--- config.mk ---
export PLATFORM = sky130hd
export DESIGN_NAME = typewriter_buffer_ctrl_flat
export DESIGN_NICKNAME = d
export VERILOG_FILES = /design/src/rtl/typewriter_pkg.sv /design/src/rtl/typewriter_buffer_ctrl_if.sv /design/src/rtl/scan_classify.sv /design/src/rtl/typewriter_buffer_ctrl.sv /design/src/flat_wrapper.sv
export SDC_FILE = /design/constraint.sdc
export NUM_CORES = 1
export LEC_CHECK = 0
export BUFFER_PORTS_ARGS = -buffer_cell sky130_fd_sc_hd__buf_4
export CAP_MARGIN = 20
export CORE_ASPECT_RATIO = 0.7
export CORE_MARGIN = 10
export CORE_UTILIZATION = 40
export CTS_CLUSTER_SIZE = 8
export DETAILED_ROUTE_END_ITERATION = 12
export SYNTH_ARGS = -nofsm -noshare
export SYNTH_HDL_FRONTEND = slang
export SYNTH_SLANG_ARGS = --single-unit
--- constraint.sdc ---
create_clock -name clk -period 1.8 [get_ports clk]
set_input_delay 0.45 -clock clk [delete_from_list [all_inputs] [get_ports clk]]
set_output_delay 0.45 -clock clk [all_outputs]
set_load 0.01 [all_outputs]
--- src/rtl/typewriter_pkg.sv ---
// Shared constants, state encoding and cursor helpers for the typewriter buffer controller.
// Geometry, PS/2 scan codes and the key classes produced by scan_classify.
package typewriter_pkg;

  localparam int COLS  = 16;
  localparam int ROWS  = 4;
  localparam int DEPTH = COLS * ROWS;
  localparam int AW    = $clog2(DEPTH);

  localparam logic [7:0] BLANK = 8'h20;

  localparam logic [7:0] SC_BREAK = 8'hF0;
  localparam logic [7:0] SC_EXT   = 8'hE0;
  localparam logic [7:0] SC_ENTER = 8'h5A;
  localparam logic [7:0] SC_BKSP  = 8'h66;
  localparam logic [7:0] SC_ESC   = 8'h76;

  typedef enum logic [1:0] {
    ST_CLEAR,
    ST_IDLE,
    ST_BRK,
    ST_EXT
  } state_t;

  typedef enum logic [2:0] {
    KEY_BREAK,
    KEY_EXT,
    KEY_ENTER,
    KEY_BKSP,
    KEY_ESC,
    KEY_OTHER
  } key_t;

  // First column of the following row; COLS is a power of two, so row 3 wraps to 0.
  function automatic logic [AW-1:0] next_row(input logic [AW-1:0] pos);
    logic [AW-1:0] last_col;
    last_col = pos | AW'(COLS - 1);
    return last_col + AW'(1);
  endfunction

endpackage

--- src/rtl/typewriter_buffer_ctrl_if.sv ---
// Keyboard-side inputs and RAM-write-side outputs of the typewriter buffer controller.
// The controller takes the master view; the surrounding system takes the slave view.
interface typewriter_buffer_ctrl_if;
  import typewriter_pkg::*;

  logic          scan_done_tick;
  logic [7:0]    scan_data;
  logic [7:0]    ascii_data;
  logic          we;
  logic [AW-1:0] write_address;
  logic [7:0]    ram_in;
  logic [AW-1:0] cursor;
  logic          busy;

  modport master (
    input  scan_done_tick,
    input  scan_data,
    input  ascii_data,
    output we,
    output write_address,
    output ram_in,
    output cursor,
    output busy
  );

  modport slave (
    output scan_done_tick,
    output scan_data,
    output ascii_data,
    input  we,
    input  write_address,
    input  ram_in,
    input  cursor,
    input  busy
  );

endinterface

--- src/rtl/scan_classify.sv ---
// Combinational decode of a PS/2 scan code byte into the key classes the controller acts on.
module scan_classify
  import typewriter_pkg::*;
(
  input  logic [7:0] i_scan_data,
  output key_t       o_key
);

  always_comb begin
    case (i_scan_data)
      SC_BREAK: o_key = KEY_BREAK;
      SC_EXT:   o_key = KEY_EXT;
      SC_ENTER: o_key = KEY_ENTER;
      SC_BKSP:  o_key = KEY_BKSP;
      SC_ESC:   o_key = KEY_ESC;
      default:  o_key = KEY_OTHER;
    endcase
  end

endmodule

--- src/rtl/typewriter_buffer_ctrl.sv ---
// Sequences every write into the 64-entry LCD character buffer: the blanking sweep after
// reset / Esc, printable characters at the cursor, Backspace, Enter and PS/2 prefix handling.
module typewriter_buffer_ctrl
  import typewriter_pkg::*;
(
  input  logic                     clk,
  input  logic                     reset,
  typewriter_buffer_ctrl_if.master bus
);

  state_t        r_state,     w_state_nxt;
  logic [AW:0]   r_clr_cnt,   w_clr_cnt_nxt;
  logic [AW-1:0] r_cursor,    w_cursor_nxt;
  logic          r_we,        w_we_nxt;
  logic [AW-1:0] r_addr,      w_addr_nxt;
  logic [7:0]    r_data,      w_data_nxt;
  key_t          w_key;

  scan_classify u_classify (
    .i_scan_data (bus.scan_data),
    .o_key       (w_key)
  );

  // NOTE: sequential state uses non-blocking assignments so every register samples pre-edge values.
  always_ff @(posedge clk or posedge reset) begin
    if (reset) begin
      r_state   <= ST_CLEAR;
      r_clr_cnt <= '0;
      r_cursor  <= '0;
      r_we      <= 1'b0;
      r_addr    <= '0;
      r_data    <= '0;
    end else begin
      r_state   <= w_state_nxt;
      r_clr_cnt <= w_clr_cnt_nxt;
      r_cursor  <= w_cursor_nxt;
      r_we      <= w_we_nxt;
      r_addr    <= w_addr_nxt;
      r_data    <= w_data_nxt;
    end
  end

  // NOTE: every output of this block gets a default first, so no path can infer a latch.
  always_comb begin
    w_state_nxt   = r_state;
    w_clr_cnt_nxt = r_clr_cnt;
    w_cursor_nxt  = r_cursor;
    w_we_nxt      = 1'b0;
    w_addr_nxt    = r_addr;
    w_data_nxt    = r_data;

    case (r_state)
      ST_CLEAR: begin
        // The extra count bit marks "address 63 already issued"; that cycle leaves the sweep.
        if (!r_clr_cnt[AW]) begin
          w_we_nxt      = 1'b1;
          w_addr_nxt    = r_clr_cnt[AW-1:0];
          w_data_nxt    = BLANK;
          w_clr_cnt_nxt = r_clr_cnt + (AW+1)'(1);
        end else begin
          w_state_nxt  = ST_IDLE;
          w_cursor_nxt = '0;
        end
      end

      ST_IDLE: begin
        if (bus.scan_done_tick) begin
          case (w_key)
            KEY_BREAK: w_state_nxt = ST_BRK;
            KEY_EXT:   w_state_nxt = ST_EXT;
            KEY_ESC: begin
              // Address 0 is issued on the Esc edge itself, so the sweep resumes at 1.
              w_state_nxt   = ST_CLEAR;
              w_we_nxt      = 1'b1;
              w_addr_nxt    = '0;
              w_data_nxt    = BLANK;
              w_clr_cnt_nxt = (AW+1)'(1);
            end
            KEY_ENTER: w_cursor_nxt = next_row(r_cursor);
            KEY_BKSP: begin
              if (r_cursor != '0) begin
                w_cursor_nxt = r_cursor - AW'(1);
                w_we_nxt     = 1'b1;
                w_addr_nxt   = r_cursor - AW'(1);
                w_data_nxt   = BLANK;
              end
            end
            default: begin
              if (bus.ascii_data != 8'h00) begin
                w_we_nxt     = 1'b1;
                w_addr_nxt   = r_cursor;
                w_data_nxt   = bus.ascii_data;
                w_cursor_nxt = r_cursor + AW'(1);
              end
            end
          endcase
        end
      end

      ST_BRK: begin
        if (bus.scan_done_tick) w_state_nxt = ST_IDLE;
      end

      ST_EXT: begin
        if (bus.scan_done_tick) w_state_nxt = (w_key == KEY_BREAK) ? ST_BRK : ST_IDLE;
      end

      default: w_state_nxt = ST_CLEAR;
    endcase
  end

  assign bus.we            = r_we;
  assign bus.write_address = r_addr;
  assign bus.ram_in        = r_data;
  assign bus.cursor        = r_cursor;
  assign bus.busy          = (r_state == ST_CLEAR);

endmodule

--- src/flat_wrapper.sv ---
// flat-port wrapper written by rule: the top's interface ports become plain ports
module typewriter_buffer_ctrl_flat import typewriter_pkg::*;
  (clk, reset, bus_scan_done_tick, bus_scan_data, bus_ascii_data, bus_we, bus_write_address, bus_ram_in, bus_cursor, bus_busy);
  typewriter_buffer_ctrl_if bus_i ();
  input  logic clk;
  input  logic reset;
  input wire logic [$bits(bus_i.scan_done_tick)-1:0] bus_scan_done_tick;
  input wire logic [$bits(bus_i.scan_data)-1:0] bus_scan_data;
  input wire logic [$bits(bus_i.ascii_data)-1:0] bus_ascii_data;
  output wire logic [$bits(bus_i.we)-1:0] bus_we;
  output wire logic [$bits(bus_i.write_address)-1:0] bus_write_address;
  output wire logic [$bits(bus_i.ram_in)-1:0] bus_ram_in;
  output wire logic [$bits(bus_i.cursor)-1:0] bus_cursor;
  output wire logic [$bits(bus_i.busy)-1:0] bus_busy;
  assign bus_i.scan_done_tick = bus_scan_done_tick;
  assign bus_i.scan_data = bus_scan_data;
  assign bus_i.ascii_data = bus_ascii_data;
  assign bus_we = bus_i.we;
  assign bus_write_address = bus_i.write_address;
  assign bus_ram_in = bus_i.ram_in;
  assign bus_cursor = bus_i.cursor;
  assign bus_busy = bus_i.busy;
  typewriter_buffer_ctrl u_core (.clk(clk), .reset(reset), .bus(bus_i));
endmodule
# == Yosys cells after proc, flatten, opt, wreduce, memory -nomap -nowiden ==
# Index checks and enable logic that the tools add are counted.
# totals
register_bits,30
in_bits,19
output_inout_bits,22
elab_cells,82
# classes
addsub,4
n_eq_ne,24
mux,35
reduce_logical,12
# op_table
cell,count
2-to-1 mux 6 bit,7
one-hot mux 6 bit (3 select lines),2
2-to-1 mux 8 bit,4
"equality test 8 x 7 -> 1 bit, second input constant",3
one-hot mux 6 bit (2 select lines),2
one-hot mux 8 bit (3 select lines),1
2-to-1 mux 7 bit,3
"equality test 8 bit, second input constant",2
one-hot mux 8 bit (2 select lines),1
one-hot mux 3 bit (5 select lines),1
one-hot mux 7 bit (2 select lines),1
"adder 6 x 1 -> 6 bit, second input constant",2
"!= test 2 bit, second input constant",6
"!= test 4 x 1 -> 1 bit, second input constant",3
AND reduction 6 bit,2
2-to-1 mux 2 bit,5
one-hot mux 2 bit (4 select lines),1
nonzero test 8 bit,1
"adder 7 x 1 -> 7 bit, second input constant",1
"equality test 3 x 2 -> 1 bit, second input constant",2
one-hot mux 2 bit (3 select lines),1
nonzero test 6 bit,1
OR reduction 3 bit,2
"subtractor 6 x 1 -> 6 bit, second input constant",1
other kinds (15),20

# == Longest topological paths before layout ==
# Gate-level depths: netlist of run 1.
# depth
ltp_word,7
depth_mapped,7
mapped_depth_nobuf,7

# == Modules after synthesis ==
# A second synthesis of run 1 with hierarchy kept.
# unflattened
hier_cells,240
area_unflattened_um2,1991.9
# by_module_without_submodules
module,n_inst,cells_per_inst,area_each_um2,seq_area_each_um2
typewriter_buffer_ctrl,1,230,1901.8,750.7
scan_classify,1,10,90.1,0.0

# == Worst setup path before layout of run 1 ==
# Ideal clock, no wire load.
# synth_timing
path_type,input-to-reg
start,input bus_scan_data[0]
end,register u_core.r_addr[1] (netlist: u_core.bus.write_address[1])
setup_time_ps,125
arrival_time_ps,1756
required_time_ps,1675
slack_ps,-80
cell_stages,6
path_buffers,1
cell_sequence,or3b_4 > or3_4 > buf_6 > nand3_1 > a31oi_1 > mux2_2
# synth_via
elab_chain_cells,7
elab_cells_between_ends,19
cone_classes,eq/ne: 12; mux: 4; reduce/logical: 3
# synth_rtl
element,line,text
start: declaration,flat_wrapper.sv:8,input wire logic [$bits(bus_i.scan_data)-1:0] bus_scan_data;
equality test 8 x 7 -> 1 bit / equality test 8 bit (equally long branches),scan_classify.sv:10,case (i_scan_data)
one-hot mux 3 bit (5 select lines) (*),scan_classify.sv:10,
equality test 3 x 1 -> 1 bit (tied with other cells),typewriter_buffer_ctrl.sv:68,case (w_key)
OR reduction 3 bit (no source line),--,
one-hot mux 6 bit (3 select lines),typewriter_buffer_ctrl.sv:68,
2-to-1 mux 6 bit,typewriter_buffer_ctrl.sv:67,if (bus.scan_done_tick) begin
one-hot mux 6 bit (2 select lines),typewriter_buffer_ctrl.sv:52,case (r_state)
end signal: assignment,typewriter_buffer_ctrl.sv:38,r_addr <= w_addr_nxt;
end: declaration,typewriter_buffer_ctrl.sv:15,"logic [AW-1:0] r_addr, w_addr_nxt;"
# Mark *: on every way between the ends. The rest lies on a longest branch, timed or not. The select of a mux whose other input is x is not followed.
# A chain may end at the register's enable or synchronous reset.

# == Final worst setup path of run 1 ==
# layout_timing
start,register u_core.r_cursor[0] (netlist: u_core.bus.cursor[0])
end,register u_core.r_addr[3] (netlist: u_core.bus.write_address[3])
# layout_via
elab_chain_cells,5
elab_cells_between_ends,8
cone_classes,add/sub: 1; eq/ne: 1; mux: 4; reduce/logical: 2
# layout_rtl
element,line,text
start: declaration,typewriter_buffer_ctrl.sv:13,"logic [AW-1:0] r_cursor, w_cursor_nxt;"
start signal: assignment,typewriter_buffer_ctrl.sv:36,r_cursor <= w_cursor_nxt;
subtractor 6 x 1 -> 6 bit,typewriter_buffer_ctrl.sv:84,w_addr_nxt = r_cursor - AW'(1);
2-to-1 mux 6 bit,typewriter_buffer_ctrl.sv:81,if (r_cursor != '0) begin
one-hot mux 6 bit (3 select lines),typewriter_buffer_ctrl.sv:68,
2-to-1 mux 6 bit,typewriter_buffer_ctrl.sv:67,
one-hot mux 6 bit (2 select lines),typewriter_buffer_ctrl.sv:52,
# Parallel ways exist; a longest one is shown, timed or not. The select of a mux whose other input is x is not followed.

==> reports/qor.yml, run 1 <==
outcome: "finished, violations left"
violations: "setup timing"
io_buffers: 40
clock_latency_ns: 0.29
antenna_found_initial: 0
cts_max_path_buffers: 2
fmaxAchievable_mhz: 555.4
cp_common_cell: "buf_4"
synth_seq_cells: 30
finalCritPeriodShare: 1.000
ir_drop_mv: 0.7943
yosys.area.top_type: "dfrtp_1"
worstSetupPathType: "register to register"
cts_inserted_buffers: 5
cts_sinks: 30
critPathSlowestCell: "dfrtp_1"
yosysWarnings: 0
path_cells: "buf_4 > nor3_1 > buf_4 > o211ai_1 > a22o_1 > mux2_4"
p_total_mw: 3.390
cap_violations: 0
cts_tree: "yes"
synth_top_family_by_area: "simple AND/OR/NAND/NOR gates"
netlist_area_sq_um: 2008
syn_avg_cell_area_sq_um: 9.701
grt-ovfl-total: 0
grt_use_met1: 0.2031
crit_fanout: 6
syn_to_final_growth_pct: 47.16
synth_edf_count: 0
synth.area.top_cells: "dfrtp_1 37%, mux2_2 5.0%, and3_1 3.7%"
antenna_cells: 0
drc: 0
crit_required_ns: 1.96
setup_slack_ns: -0.0003866
cts_root_buffer: "clkbuf_8"
die_height_um: 79.28
muxShareOfSynthArea: 0.08847
synth_fa_ha_area_frac: 0.03115
htreeDepth: 2
clock_skew_ns: 0.01164
io_pins: 41
synth_compound_area_frac: 0.1975
netlist.area_leader.share: 0.3738
arrival_ns: 1.96
drt_wl_total_mm: 6.272
slew_viol_final: 0
ys.flop_type: "dfrtp_1"
grt_pass1_vias: 1915
viasPerCell: 5.340
wl_per_cell_um: 17.04
synth-seq-area-share: 0.3738
hold_path_class: "primary input to async pin"
final_nets: 323
slowest_delay_ns: 0.40
rsz0062_at_grt: "yes"
row_count: 21
setup_viol: 1
synthTopCellsByCount: "30 x dfrtp_1, 17 x nand2_1, 16 x nor2_1"
ys_async_sr_fraction: 1.000
p_per_area_nw_per_um2: 1147
start_util: 0.4176
dr.first_iter.drc_count: 128
stdcell_count: 368
coreArea_sq_um: 4808
path_delay_family: "flip-flops"
start_kind: "register"
cts_hold_buf: 0
drt.antenna.violating_nets: 0
synth_cells: 207
first_pass_iters: 4
finalHoldViolations: 0
use_met2: 0.2233
drive_gt1_frac: 0.4649
placedCellCount: 355
path_clk_slew_ns: 0.07
worstMarginPinSlew_ns: 0.4549
syn-num-nets: 231
synth.distinct_cells: 55
synth-simple-area-share: 0.2505
p_leak_nw: 1.401
synth.most_common_cell: "dfrtp_1"
grt_most_used_layer: "met2"
finalCriticalPeriod_ns: 1.800
die_w_um: 104.7
gp_congestion: 0.9382
grt_use_met3: 0.04194
cp-end-kind: "register"
synth_xor_area_frac: 0.02181
grt_start_max_net_pins: 31
grt_pass1_wl_mm: 9.970
dieArea_sq_um: 8299
grt_usage: 0.1494
hpwlAfterDp_mm: 4.682
num_vias: 1965
crit_buf_inv: 2
relSlewSlack: 0.6889
placed cells by master, fill, tap and decap left out, types with 3 or more instances in the layout:
cell type / count
inv_2: 4
clkbuf_8: 6
nand4_1: 3
mux2_2: 6
xor2_1: 5
buf_4: 90
ha_1: 4
nand3_1: 9
a21oi_1: 6
nor2_1: 16
o221ai_1: 3
nor3_1: 3
mux2_1: 3
a31oi_1: 5
and4bb_2: 3
inv_1: 3
dfrtp_1: 29
mux2_4: 5
o21ai_0: 7
o211ai_1: 5
nand2_1: 17
and3_1: 12
power breakdown:
part	switching [mW]	internal, mW
combinational	0.767	0.857
clock	0.266	0.442
sequential	0.177	0.881
total	1.21	2.18
tightest hold or removal path, cell delays in order:
cell	delay, ns
buf_4	0.11
inv_1	0.04
buf_4	0.36
cell families (layout without fill, tap and decap cells):
logic type      after synthesis  after routing
flops                        30             30
simple gates                 87             87
mux                          16             16
compound gates               49             49
xor+xnor                      5              5
buf+inv                      15            107
fa+ha+maj                     5              5
timing repair:
action,CTS,global route
buffers inserted,0,5
hold endpoints to repair,0,0
endpoints found under the setup margin,0,20
gates resized for setup,0,16
sequential cells by signal, indices dropped and copies added (netlist names):
register	flops
u_core.bus.cursor	6
u_core.bus.ram_in	8
u_core.bus.we	1
u_core.bus.write_address	6
u_core.r_clr_cnt	7
u_core.r_state	2
per-stage QoR:
stage	setup slack, ns	util	instance area [sq um]	setup TNS, ns	hold slack, ns
6_report	-0.0003866	0.6146	2955	-0.0003866	0.2522
5_1_grt	-0.05586	0.6146	2955	-0.6720	0.3017
4_1_cts	0.01094	0.5920	2846	0	0.2553
3_5_place_dp	-0.2419	0.5686	2734	-4.740	0.4826
3_3_place_gp	-0.2569	0.5686	2734	-4.650	0.4701
2_1_floorplan	-0.02270	-	2029	-0.1397	0.4863
area by class of cell:
cell class	instances	area (sq um)
inverter	7	26.28
multi-input combinational	162	1246
clock inverter	1	30.03
timing repair buffer	93	732.0
clock buffer	6	82.58
fill	432	1853
tap	69	86.33
sequential	30	752.0
final timing paths:
| path | start | end | slack [ns] | cells past startpoint |
|---|---|---|---|---|
| worst min-delay path | reset | u_core.r_clr_cnt[3] | 0.25 | 3 |
| min in group clk | u_core.bus.ram_in[6] | u_core.bus.ram_in[6] | 0.49 | 1 |
| worst min register to register | u_core.bus.ram_in[6] | u_core.bus.ram_in[6] | 0.49 | 1 |
| max in group asynchronous | reset | u_core.bus.cursor[3] | 1.23 | 3 |
| worst max-delay path | u_core.bus.cursor[0] | u_core.bus.write_address[3] | -0.0004 | 6 |
| worst max register to register | u_core.bus.cursor[0] | u_core.bus.write_address[3] | -0.0004 | 6 |
layer usage:
layer  wire length, um  part of all wire
met1              3016              0.48
met2              2661              0.42
met3               512             0.082
met4                80             0.013
met5                 0                 0
Power figures use the tool's default switching activity.
==> run 2: changes to the inputs <==
--- a/config.mk
+++ b/config.mk
@@ -5,6 +5,7 @@
 export SDC_FILE = /design/constraint.sdc
 export NUM_CORES = 1
 export LEC_CHECK = 0
+export ABC_AREA = 1
 export BUFFER_PORTS_ARGS = -buffer_cell sky130_fd_sc_hd__buf_4
 export CAP_MARGIN = 20
 export CORE_ASPECT_RATIO = 0.7
==> reports/qor.yml, run 2 <==
outcome: "completed"  # was finished, violations left
grt-ovfl-total: 0  # unchanged
crit_fanout: 5  # was 6
cts_root_buffer: "clkbuf_8"  # unchanged
drt.antenna.violating_nets: 0  # unchanged
finalCritPeriodShare: 0.9636  # was 1.000
crit_path_start: "u_core.r_state[1]"  # was u_core.bus.cursor[0]
p_per_area_nw_per_um2: 1303  # was 1147 nW/um^2
synth.distinct_cells: 28  # was 55
ir_drop_mv: 0.6955  # was 0.7943 mV
worstMarginPinSlew_ns: 0.3942  # was 0.4549 ns
syn_avg_cell_area_sq_um: 6.331  # was 9.701 sq um
gp_congestion: 0.8701  # was 0.9382
die_height_um: 80.92  # was 79.28 um
clock_latency_ns: 0.28  # was 0.29 ns
synth-seq-area-share: 0.3540  # was 0.3738
grt_pass1_wl_mm: 9.770  # was 9.970 mm
crit_buf_inv: 3  # was 2
cts_max_path_buffers: 2  # unchanged
synth.most_common_cell: "nand2_1"  # was dfrtp_1
ys_async_sr_fraction: 1.000  # unchanged
dpl-instance-area_sq_um: 2669  # was 2734 sq um
antenna_cells: 0  # unchanged
cp_common_cell: "buf_4"  # unchanged
grt_start_max_net_pins: 31  # unchanged
cts_tree: "yes"  # unchanged
synthTopCellsByCount: "139 x nand2_1, 39 x nor2_1, 37 x inv_1"  # was 30 x dfrtp_1, 17 x nand2_1, 16 x nor2_1
rr_endpoint: "u_core.bus.cursor[1]"  # was u_core.bus.write_address[3]
whs_ns: 0.2367  # was 0.2522 ns
setup-tns-final_ns: 0  # was -0.0003866 ns
path_cells: "buf_4 > nor2_2 > buf_4 > buf_4"  # was buf_4 > nor3_1 > buf_4 > o211ai_1 > a22o_1 > mux2_4
grt_pass1_vias: 2065  # was 1,915
wl_per_cell_um: 12.52  # was 17.04 um
p_total_mw: 3.632  # was 3.390 mW
io_pins: 41  # unchanged
first_pass_iters: 4  # unchanged
crit_required_ns: 1.35  # was 1.96 ns
rsz0062_at_grt: "no"  # was yes
largest_reg_flops: 8  # unchanged
fin_area_sq_um: 2788  # was 2955 sq um
r2r_slack_ns: 0.14  # was -0.0004 ns
final_util: 0.5387  # was 0.6146
worstReg2RegStart: "u_core.r_state[0]"  # was u_core.bus.cursor[0]
drc: 0  # unchanged
layout_commonest_cell: "nand2_1"  # was buf_4
yosys.area.top_type: "dfrtp_1"  # unchanged
multi_input_area_sq_um: 1190  # was 1246 sq um
mostFrequentLayoutCells: "139 x nand2_1, 61 x buf_4, 37 x inv_1, 37 x nor2_1, 30 x dfrtp_1"  # was 90 x buf_4, 29 x dfrtp_1, 17 x nand2_1
finalHoldViolations: 0  # unchanged
finalCriticalPeriod_ns: 1.734  # was 1.800 ns
start_kind: "register"  # unchanged
fillCellCount: 524  # was 432
hpwlAfterDp_mm: 4.616  # was 4.682 mm
p_leak_nw: 1.573  # was 1.401 nW
worstSetupPathType: "register to output port"  # was register to register
hold_path_class: "primary input to async pin"  # unchanged
relSlewSlack: 0.7372  # was 0.6889
final_nets: 422  # was 323
coreArea_sq_um: 5175  # was 4808 sq um
synth_edf_count: 0  # unchanged
dieArea_sq_um: 8661  # was 8299 sq um
cap_violations: 0  # unchanged
r2r_cells: 9  # was 6
synth_seq_cells: 30  # unchanged
critPathSlowestCell: "dfrtp_1"  # unchanged
grt_usage: 0.1377  # was 0.1494
viasPerCell: 4.730  # was 5.340
antenna_found_initial: 0  # unchanged
path_delay_family: "buffers and inverters"  # was flip-flops
synth.area.top_cells: "dfrtp_1 35%, nand2_1 25%, nor2_1 6.9%"  # was dfrtp_1 37%, mux2_2 5.0%, and3_1 3.7%
drive_gt1_frac: 0.2155  # was 0.4649
cts_inserted_buffers: 5  # unchanged
io_buffers: 40  # unchanged
cts_sinks: 30  # unchanged
slowest_delay_ns: 0.42  # was 0.40 ns
slew_viol_final: 0  # unchanged
path_clk_slew_ns: 0.07  # about the same
yosysWarnings: 0  # unchanged
netlist.area_leader.share: 0.3540  # was 0.3738
arrival_ns: 1.28  # was 1.96 ns
syn_to_final_growth_pct: 31.45  # was 47.16%
dr.first_iter.drc_count: 157  # was 128
htreeDepth: 2  # unchanged
setup_viol: 0  # was 1
drt_wl_total_mm: 5.898  # was 6.272 mm
ff_latch_area_sq_um: 750.7  # was 752.0 sq um
die_w_um: 107.0  # was 104.7 um
start_util: 0.4098  # was 0.4176
synth_cells: 335  # was 207
ys.flop_type: "dfrtp_1"  # unchanged
row_count: 22  # was 21
cp-end-kind: "output port"  # was register
num_vias: 2228  # was 1,965
cts_hold_buf: 0  # unchanged
clock_skew_ns: 0.003348  # was 0.01164 ns
syn-num-nets: 359  # was 231
netlist_area_sq_um: 2121  # was 2008 sq um
fmaxAchievable_mhz: 576.5  # was 555.4 MHz
## run 2: cell count changes in the layout (fill, tap and decap cells not counted), sizes merged, moves of 5 or more
cell | previous run | this run
and3 | 12 | 0
nand2 | 18 | 142
buf | 92 | 63
nand3 | 11 | 28
nor2 | 16 | 45
a31oi | 6 | 1
inv | 7 | 40
mux2 | 14 | 0
## run 2: power by group
group / total (mW) / switching, mW / internal, mW
sequential: 0.939 / 0.104 / 0.836
clock: 0.687 / 0.280 / 0.407
combinational: 2.01 / 1.17 / 0.833
total: 3.63 / 1.56 / 2.08
## run 2: metrics by stage
stage                     setup WS, ns  instances
after floorplan                0.08437        335
after global placement         0.05787        463
after detailed placement       0.01277        463
after CTS                      0.05021        471
after global routing          0.008696        471
final                          0.06552        471
## run 2: metal layers
metal  GRT usage  vias to the layer above  wire length, um
met4     0.03908                        0               79
met2      0.1989                       56             2403
met1      0.1934                      994             2949
met3     0.04111                        8              466
met5           0                        -                0
li1            -                     1170                -
## run 2: how the worst max path moves through the flow
stage	to	slack, ns	depth (start not counted)
floorplan	u_core.bus.ram_in[0]	0.08	11
global placement	u_core.r_clr_cnt[4]	0.06	10
detailed placement	u_core.r_clr_cnt[4]	0.01	10
CTS	bus_busy	0.05	4
global route	u_core.bus.write_address[4]	0.009	11
finish	bus_busy	0.07	4
## run 2: cell type report
class,count,area share
inverters,40,0.05386
multi-input cells,258,0.4268
clock inverters,3,0.01436
flip-flops and latches,30,0.2693
clock buffers,5,0.02469
well taps,72,0.03232
repair buffers,63,0.1786
## run 2: worst reg2reg max path: cells and delay by family, from the launching register on
family                 cells  cell delay (ns)
buffers and inverters      3             0.35
DFF                        1             0.42
and+or+nand+nor            6             0.78
## run 2: logic make-up after synthesis
kind of cell,after synthesis,share of synthesized area
and+or+nand+nor,224,0.4425
AOI/OAI and AO/OA,24,0.06372
xor gates and xnor gates,5,0.02065
buffers and inverters,47,0.08967
adders and majority gates,5,0.02950
DFF,30,0.3540
## run 2: timing repair
item	in CTS	in global routing
gates resized for setup	0	3
buffers inserted	0	0
setup endpoints to repair	0	15
